<file path="src/rtl/nibble_serial_adder_ctrl.sv">
`default_nettype none
// ============================================================================
// Module   : nibble_serial_adder_ctrl
// Purpose  : Wide add/subtract sequenced through one 4-bit adder slice,
//            one nibble per clock, least-significant nibble first.
// Revision : 1.0  initial release
// ============================================================================
module nibble_serial_adder_ctrl #(
  parameter int NIBBLES = 4
) (
  input  logic                   clk,
  input  logic                   rst,
  input  logic                   start,
  input  logic [4*NIBBLES-1:0]   A,
  input  logic [4*NIBBLES-1:0]   B,
  input  logic                   Cin,
  input  logic                   SUB,
  output logic                   busy,
  output logic                   done,
  output logic [4*NIBBLES-1:0]   Z,
  output logic                   Cout,
  output logic                   OVF
);

  localparam int W  = 4 * NIBBLES;
  localparam int CW = (NIBBLES > 1) ? $clog2(NIBBLES) : 1;
  localparam logic [CW-1:0] C_LAST = CW'(NIBBLES - 1);

  typedef enum logic [1:0] {
    S_IDLE = 2'd0,
    S_RUN  = 2'd1,
    S_DONE = 2'd2
  } state_t;

  state_t          r_state;
  state_t          w_state_next;

  logic [W-1:0]    r_a;
  logic [W-1:0]    r_b;
  logic [W-1:0]    r_acc;
  logic            r_carry;
  logic [CW-1:0]   r_cnt;
  logic [W-1:0]    r_z;
  logic            r_cout;
  logic            r_ovf;

  logic            w_accept;
  logic            w_last;
  logic [4:0]      w_slice;
  logic [3:0]      w_sum;
  logic            w_cout;
  logic [W-1:0]    w_acc_next;

  // The single shared 4-bit slice: low nibbles plus the held carry.
  assign w_slice = {1'b0, r_a[3:0]} + {1'b0, r_b[3:0]} + {4'b0000, r_carry};
  assign w_sum   = w_slice[3:0];
  assign w_cout  = w_slice[4];

  generate
    if (NIBBLES == 1) begin : g_one_nibble
      assign w_acc_next = w_sum;
    end else begin : g_multi_nibble
      assign w_acc_next = {w_sum, r_acc[W-1:4]};
    end
  endgenerate

  assign w_accept = start && ((r_state == S_IDLE) || (r_state == S_DONE));
  assign w_last   = (r_state == S_RUN) && (r_cnt == C_LAST);

  always_ff @(posedge clk or posedge rst) begin
    if (rst) begin
      r_state <= S_IDLE;
    end else begin
      r_state <= w_state_next;
    end
  end

  always_comb begin
    w_state_next = r_state;
    case (r_state)
      S_IDLE:  if (start) w_state_next = S_RUN;
      S_RUN:   if (w_last) w_state_next = S_DONE;
      S_DONE:  w_state_next = start ? S_RUN : S_IDLE;
      default: w_state_next = S_IDLE;
    endcase
  end

  // Subtraction is A + ~B + 1: invert B and force the carry at capture time.
  always_ff @(posedge clk or posedge rst) begin
    if (rst) begin
      r_a     <= '0;
      r_b     <= '0;
      r_acc   <= '0;
      r_carry <= 1'b0;
      r_cnt   <= '0;
      r_z     <= '0;
      r_cout  <= 1'b0;
      r_ovf   <= 1'b0;
    end else if (w_accept) begin
      r_a     <= A;
      r_b     <= SUB ? ~B : B;
      r_carry <= SUB ? 1'b1 : Cin;
      r_cnt   <= '0;
    end else if (r_state == S_RUN) begin
      r_a     <= r_a >> 4;
      r_b     <= r_b >> 4;
      r_carry <= w_cout;
      r_cnt   <= r_cnt + CW'(1);
      r_acc   <= w_acc_next;
      if (w_last) begin
        r_z    <= w_acc_next;
        r_cout <= w_cout;
        r_ovf  <= (r_a[3] == r_b[3]) && (w_sum[3] != r_a[3]);
      end
    end
  end

  assign busy = (r_state == S_RUN);
  assign done = (r_state == S_DONE);
  assign Z    = r_z;
  assign Cout = r_cout;
  assign OVF  = r_ovf;

endmodule
`default_nettype wire

</file>
<file path="config.mk">
export PLATFORM = sky130hd
export DESIGN_NAME = nibble_serial_adder_ctrl
export DESIGN_NICKNAME = d
export VERILOG_FILES = /design/src/rtl/nibble_serial_adder_ctrl.sv
export SDC_FILE = /design/constraint.sdc
export NUM_CORES = 1
export LEC_CHECK = 0
export ABC_AREA = 1
export CAP_MARGIN = 15
export CORE_MARGIN = 2
export CORE_UTILIZATION = 47
export DETAILED_ROUTE_END_ITERATION = 16
export GPL_ROUTABILITY_DRIVEN = 1
export MAX_ROUTING_LAYER = met4
export PLACE_DENSITY = 0.76
export SYNTH_ARGS = -nofsm -noshare
export SYNTH_HDL_FRONTEND = slang
export SYNTH_SLANG_ARGS = --single-unit
</file>
<file path="constraint.sdc">
create_clock -name clk -period 2.1 [get_ports clk]
set_input_delay 0.42 -clock clk [delete_from_list [all_inputs] [get_ports clk]]
set_output_delay 0.42 -clock clk [all_outputs]
set_load 0.01 [all_outputs]
</file>
# [After elaboration in Yosys (flattened, before gate mapping)]
# Index checks and enable logic that the tools add are counted.
[word_totals] ff_bits=71 inputBits=37 output_inout_bits=20
[classes] n_addsub=3 eq_ne=7 n_mux=14 bitwise_logic=2 n_reduce_logical=9
[ops] op="16-bit 2-to-1 mux" n=5
[ops] op="16-bit NOT" n=1
[ops] op="2-bit 2-to-1 mux" n=4
[ops] op="2-bit one-hot mux with 3 select lines" n=1
[ops] op="4-bit by 4-bit adder with 5-bit output" n=1
[ops] op="5-bit by 1-bit adder with 5-bit output" n=1
[ops] op="2-bit == test (second input constant)" n=2
[ops] op="1-bit 2-to-1 mux" n=4
[ops] op="2-bit AND reduction" n=2
[ops] op="1-bit logical AND" n=3
[ops] op="3-bit AND reduction" n=1
[ops] op="2-bit by 1-bit adder with 2-bit output (second input constant)" n=1
[ops] op="2-bit by 1-bit == test with 1-bit output (second input constant)" n=1
[ops] op="2-bit zero test" n=1
[ops] op="2-bit by 1-bit != test with 1-bit output (second input constant)" n=1
[ops] op="2-bit != test (second input constant)" n=1
[ops] op="2-bit nonzero test" n=1
[ops] op="1-bit == test" n=1
[ops] op="1-bit logical OR" n=1
[ops] op="1-bit != test" n=1
[ops] op="1-bit NOT" n=1

# [Longest topological paths before layout]
[logic_depth] depth_word=5 depth_mapped=7 depth_no_buf=6

# [Worst setup path before layout]
# Ideal clock, no wire load.
[synth_path] path_type="register -> register" start="reg r_a[0]" end="reg r_acc[13]" setup_time_ps=83 t_arrival_ps=1451 required_time_ps=2017 path_slack_ps=567 path_stages_with_launch=5 path_buffers=0 period_less_slack_ps=1533 cell_sequence="dfrtp_1 fa_1 inv_1 fa_1 o21ai_0"
[synth_via] elab_chain_cells=2
[synth_lines] element="start, declared" line_no="38" rtl="logic [W-1:0] r_a;"
[synth_lines] element="start signal, assigned" line_no="105" rtl="r_a <= r_a >> 4;"
[synth_lines] element="4-bit by 4-bit adder with 5-bit output" line_no="55" rtl="assign w_slice = {1'b0, r_a[3:0]} + {1'b0, r_b[3:0]} + {4'b0000, r_carry};"
[synth_lines] element="5-bit by 1-bit adder with 5-bit output" line_no="55"
[synth_lines] element="end signal, assigned" line_no="109" rtl="r_acc <= w_acc_next;"
[synth_lines] element="end, declared" line_no="40" rtl="logic [W-1:0] r_acc;"
# Every way passes these cells.
# A chain may end at the register's enable or synchronous reset.

# [Worst setup path after layout]
[layout_path] start="reg r_state[1]" end="out busy"
[layout_via] elab_chain_cells=1
[layout_lines] element="start, declared" line_no="35" rtl="state_t r_state;"
[layout_lines] element="start signal, assigned" line_no="74" rtl="r_state <= w_state_next;"
[layout_lines] element="2-bit by 1-bit == test with 1-bit output" line_no="118" rtl="assign busy = (r_state == S_RUN);"
[layout_lines] element="end, declared" line_no="18" rtl="output logic busy,"
# Every way passes these cells.

==> results.md <==
* First-pass GRT wire length at between 10000 and 15000 um
* Final Routed Wirelength at roughly 5900 um
* CP max-delay cell: clkdlybuf4s50_1
* Num Clock Sinks at 67
* ANT cells at 0
* Final min period at between 1.5 and 2 ns
* Port Buffers at 56
* Fmax at 0.5218 GHz
* Synth warn at 0
* Most common cell after layout, fill and taps aside: nand2_1
* Reg clk slew, reported paths at 0.07 ns
* P_leak at around 0.0018 uW
* Worst Skew at ~0.0083 ns
* Post-Syn Area per Cell at approximately 8.7 sq um
* Max_cap viols at 0
* Die width at 83.87 um
* Cell Chain, Critical Path: inv_1 -> nand2_2 -> inv_2 -> clkdlybuf4s50_1
* Pin count of the biggest net entering global routing at 68
* Root Driver: clkbuf_8
* TritonCTS Buffers at 9
* Post-DP HPWL at 4165 um
* Seq/Total Area, Yosys at 0.5593
* Flop2flop setup slack at 0.44 ns
* Cells after Synth at between 300 and 400
* Final ANT Viol Nets at 0
* Finished Layout Cells at between 400 and 500
* Fin nets at 444
* Setup crit end kind: output pin
* Max-slew violation count at 0
* Vias per inst at 4.952
* Synthesis-to-layout area growth at 26.54%
* Post-synthesis xor/xnor area fraction at 0.03214
* Share of layout cells above drive strength 1 at 0.06404
* Routed wl met2 at ~2800 um
* Power Density at ~1500 nW/um^2
* Data required, critical path at approximately 1.7 ns
* Seq cells post-synth at 67
* Initial Utilization at 0.4804
* Placed cell count at roughly 470
* Num rows at 29
* Vias at between 2000 and 2500
* Worst-path fanout max at 3
* Antenna violations before repair at 0
* Crit Path Class: register to output pin
* IO Count at 57
* CTS Hold Bufs at 0
* Filler cells at 546
* Crit share post-route at 0.9126
* M1 WL at about 2700 um
* Total die area at roughly 7000 sq um
* Multiplexer share of the synthesized area at 0
* Post-CTS setup buffers at 0
* Net count after synthesis at 386
* H-tree depth at 3
* # resized after CTS at 0
* Worst EP arrival at 1.50 ns
* Iteration count of the initial detailed-routing pass at 5
* Endpoints failing hold at 0
* RSZ-0062 raised after global routing: no
* Routed wl met3 at 288 um
* Die height at around 84 um
* Core area at 6241 sq um
* Synth unique cells at 21
* Setup-failing EPs final at 0
* Post-Synth Simple-Gate Area at 0.2337
* Crit-path max cell delay at between 0.5 and 0.6 ns
* Status: complete, no violations
* Post-Route Setup TNS at 0 ns
* RD Place Congestion at ~0.87
* Pin slew with the least headroom to its limit at a little under 0.4 ns
* Total GRT Usage at 0.1881
* Syn Std Cell Area at 2998 sq um
* Main combinational cell family by area after synthesis: simple AND/OR/NAND/NOR gates
* DRT iter0 DRCs at ~130
* Most frequent cells in the layout: nand2_1, dfrtp_1, clkdlybuf4s50_1
* Compound-Gate Fraction of Synth Area at 0.08097
* Slew HR at 0.7384
* Wire per inst at about 12 um
* Clock buffer depth at 2
* Clock Latency Late Sink at around 0.34 ns
* Adder-Cell Fraction of Synth Area at 0.03005
* Vias in the first global route at ~2200
* Total grt overflow at 0
* Drt drc at 0
* VDD IR max at just under 0.7 mV
* CTS tree: yes
* Worst Hold Class: register to register
* CP Launch Type: register
* Top Metal Used: met4
cells in the mapped netlist:
cell type	number	area, sq um
dfrtp_1	67	1677
nor2_1	10	37.54
a21oi_1	6	30.03
nand2_2	1	6.260
inv_1	22	82.58
buf_2	4	20.02
o211ai_1	7	52.55
nand2_1	133	499.2
o21ai_0	32	160.2
buf_4	4	30.03
clkinv_1	1	3.750
ha_1	4	50.05
nand3_1	27	135.1
xor2_1	9	78.83
clkbuf_1	4	15.01
xnor2_1	2	17.52
inv_4	1	6.260
fa_1	2	40.04
buf_6	2	22.52
nand2_4	2	22.52
inv_2	3	11.26
registers in the layout (all words and copies together), names as in the netlist:
| name | flops |
|---|---|
| r_carry | 1 |
| r_state | 2 |
| r_a | 16 |
| r_acc | 12 |
| OVF | 1 |
| r_b | 16 |
| Cout | 1 |
| r_cnt | 2 |
| Z | 16 |
area by class of cell:
type / instances / area (sq um) / area share
Clock inverter: 2 / 10.01 / 0.002639
Timing Repair Buffer: 61 / 610.6 / 0.1609
Sequential cell: 67 / 1677 / 0.4420
Inverter: 27 / 107.6 / 0.02836
Tap cell: 77 / 96.34 / 0.02540
Multi-Input combinational cell: 235 / 1130 / 0.2978
Clock buffer: 14 / 162.7 / 0.04288
power by group:
group / switching (uW) / internal, uW / leakage (uW)
registers: 325 / 1890 / 0.000846
logic: 1380 / 985 / 0.000878
clock network: 448 / 491 / 0.0000905
worst paths after layout:
| path | end | depth (start not counted) | startpoint |
|---|---|---|---|
| min in group asynchronous | r_a[13] | 3 | rst |
| max in group asynchronous | r_a[10] | 3 | rst |
| setup / recovery | busy | 4 | r_state[1] |
| hold reg to reg | Z[3] | 2 | r_acc[7] |
| hold / removal | Z[3] | 2 | r_acc[7] |
| setup reg to reg | Z[13] | 4 | r_a[0] |
worst max-delay path: cells and delay by family (launching register included):
kind | cells | cell delay (ns)
buf+inv | 3 | 0.73
flops | 1 | 0.37
simple gates | 1 | 0.07
cell families after synthesis:
family                     count (synthesis)
adders and majority gates                  6
AOI/OAI and AO/OA                         45
DFF                                       67
xor gates and xnor gates                  11
buffers and inverters                     41
and+or+nand+nor                          173
per-stage QoR:
step           setup WS [ns]  utilization  total power (uW)  hold WS (ns)  cell area, sq um
2_1_floorplan         0.5666            -              3811        0.4422              3002
3_3_place_gp          0.3984       0.5802              4496        0.4519              3621
3_5_place_dp          0.3303       0.5802              4615        0.4534              3621
4_1_cts               0.1628       0.6079              5566        0.4714              3794
5_1_grt               0.1311       0.6079              6008        0.5012              3794
6_report              0.1835       0.6079              5516        0.4689              3794
routing by layer:
metal  GRT usage  vias to the layer above
met1      0.2428                     1109
met5           -                        -
met4     0.09824                        0
li1            -                     1201
met2      0.2887                       72
met3     0.02967                       10
Power figures use the tool's default switching activity.
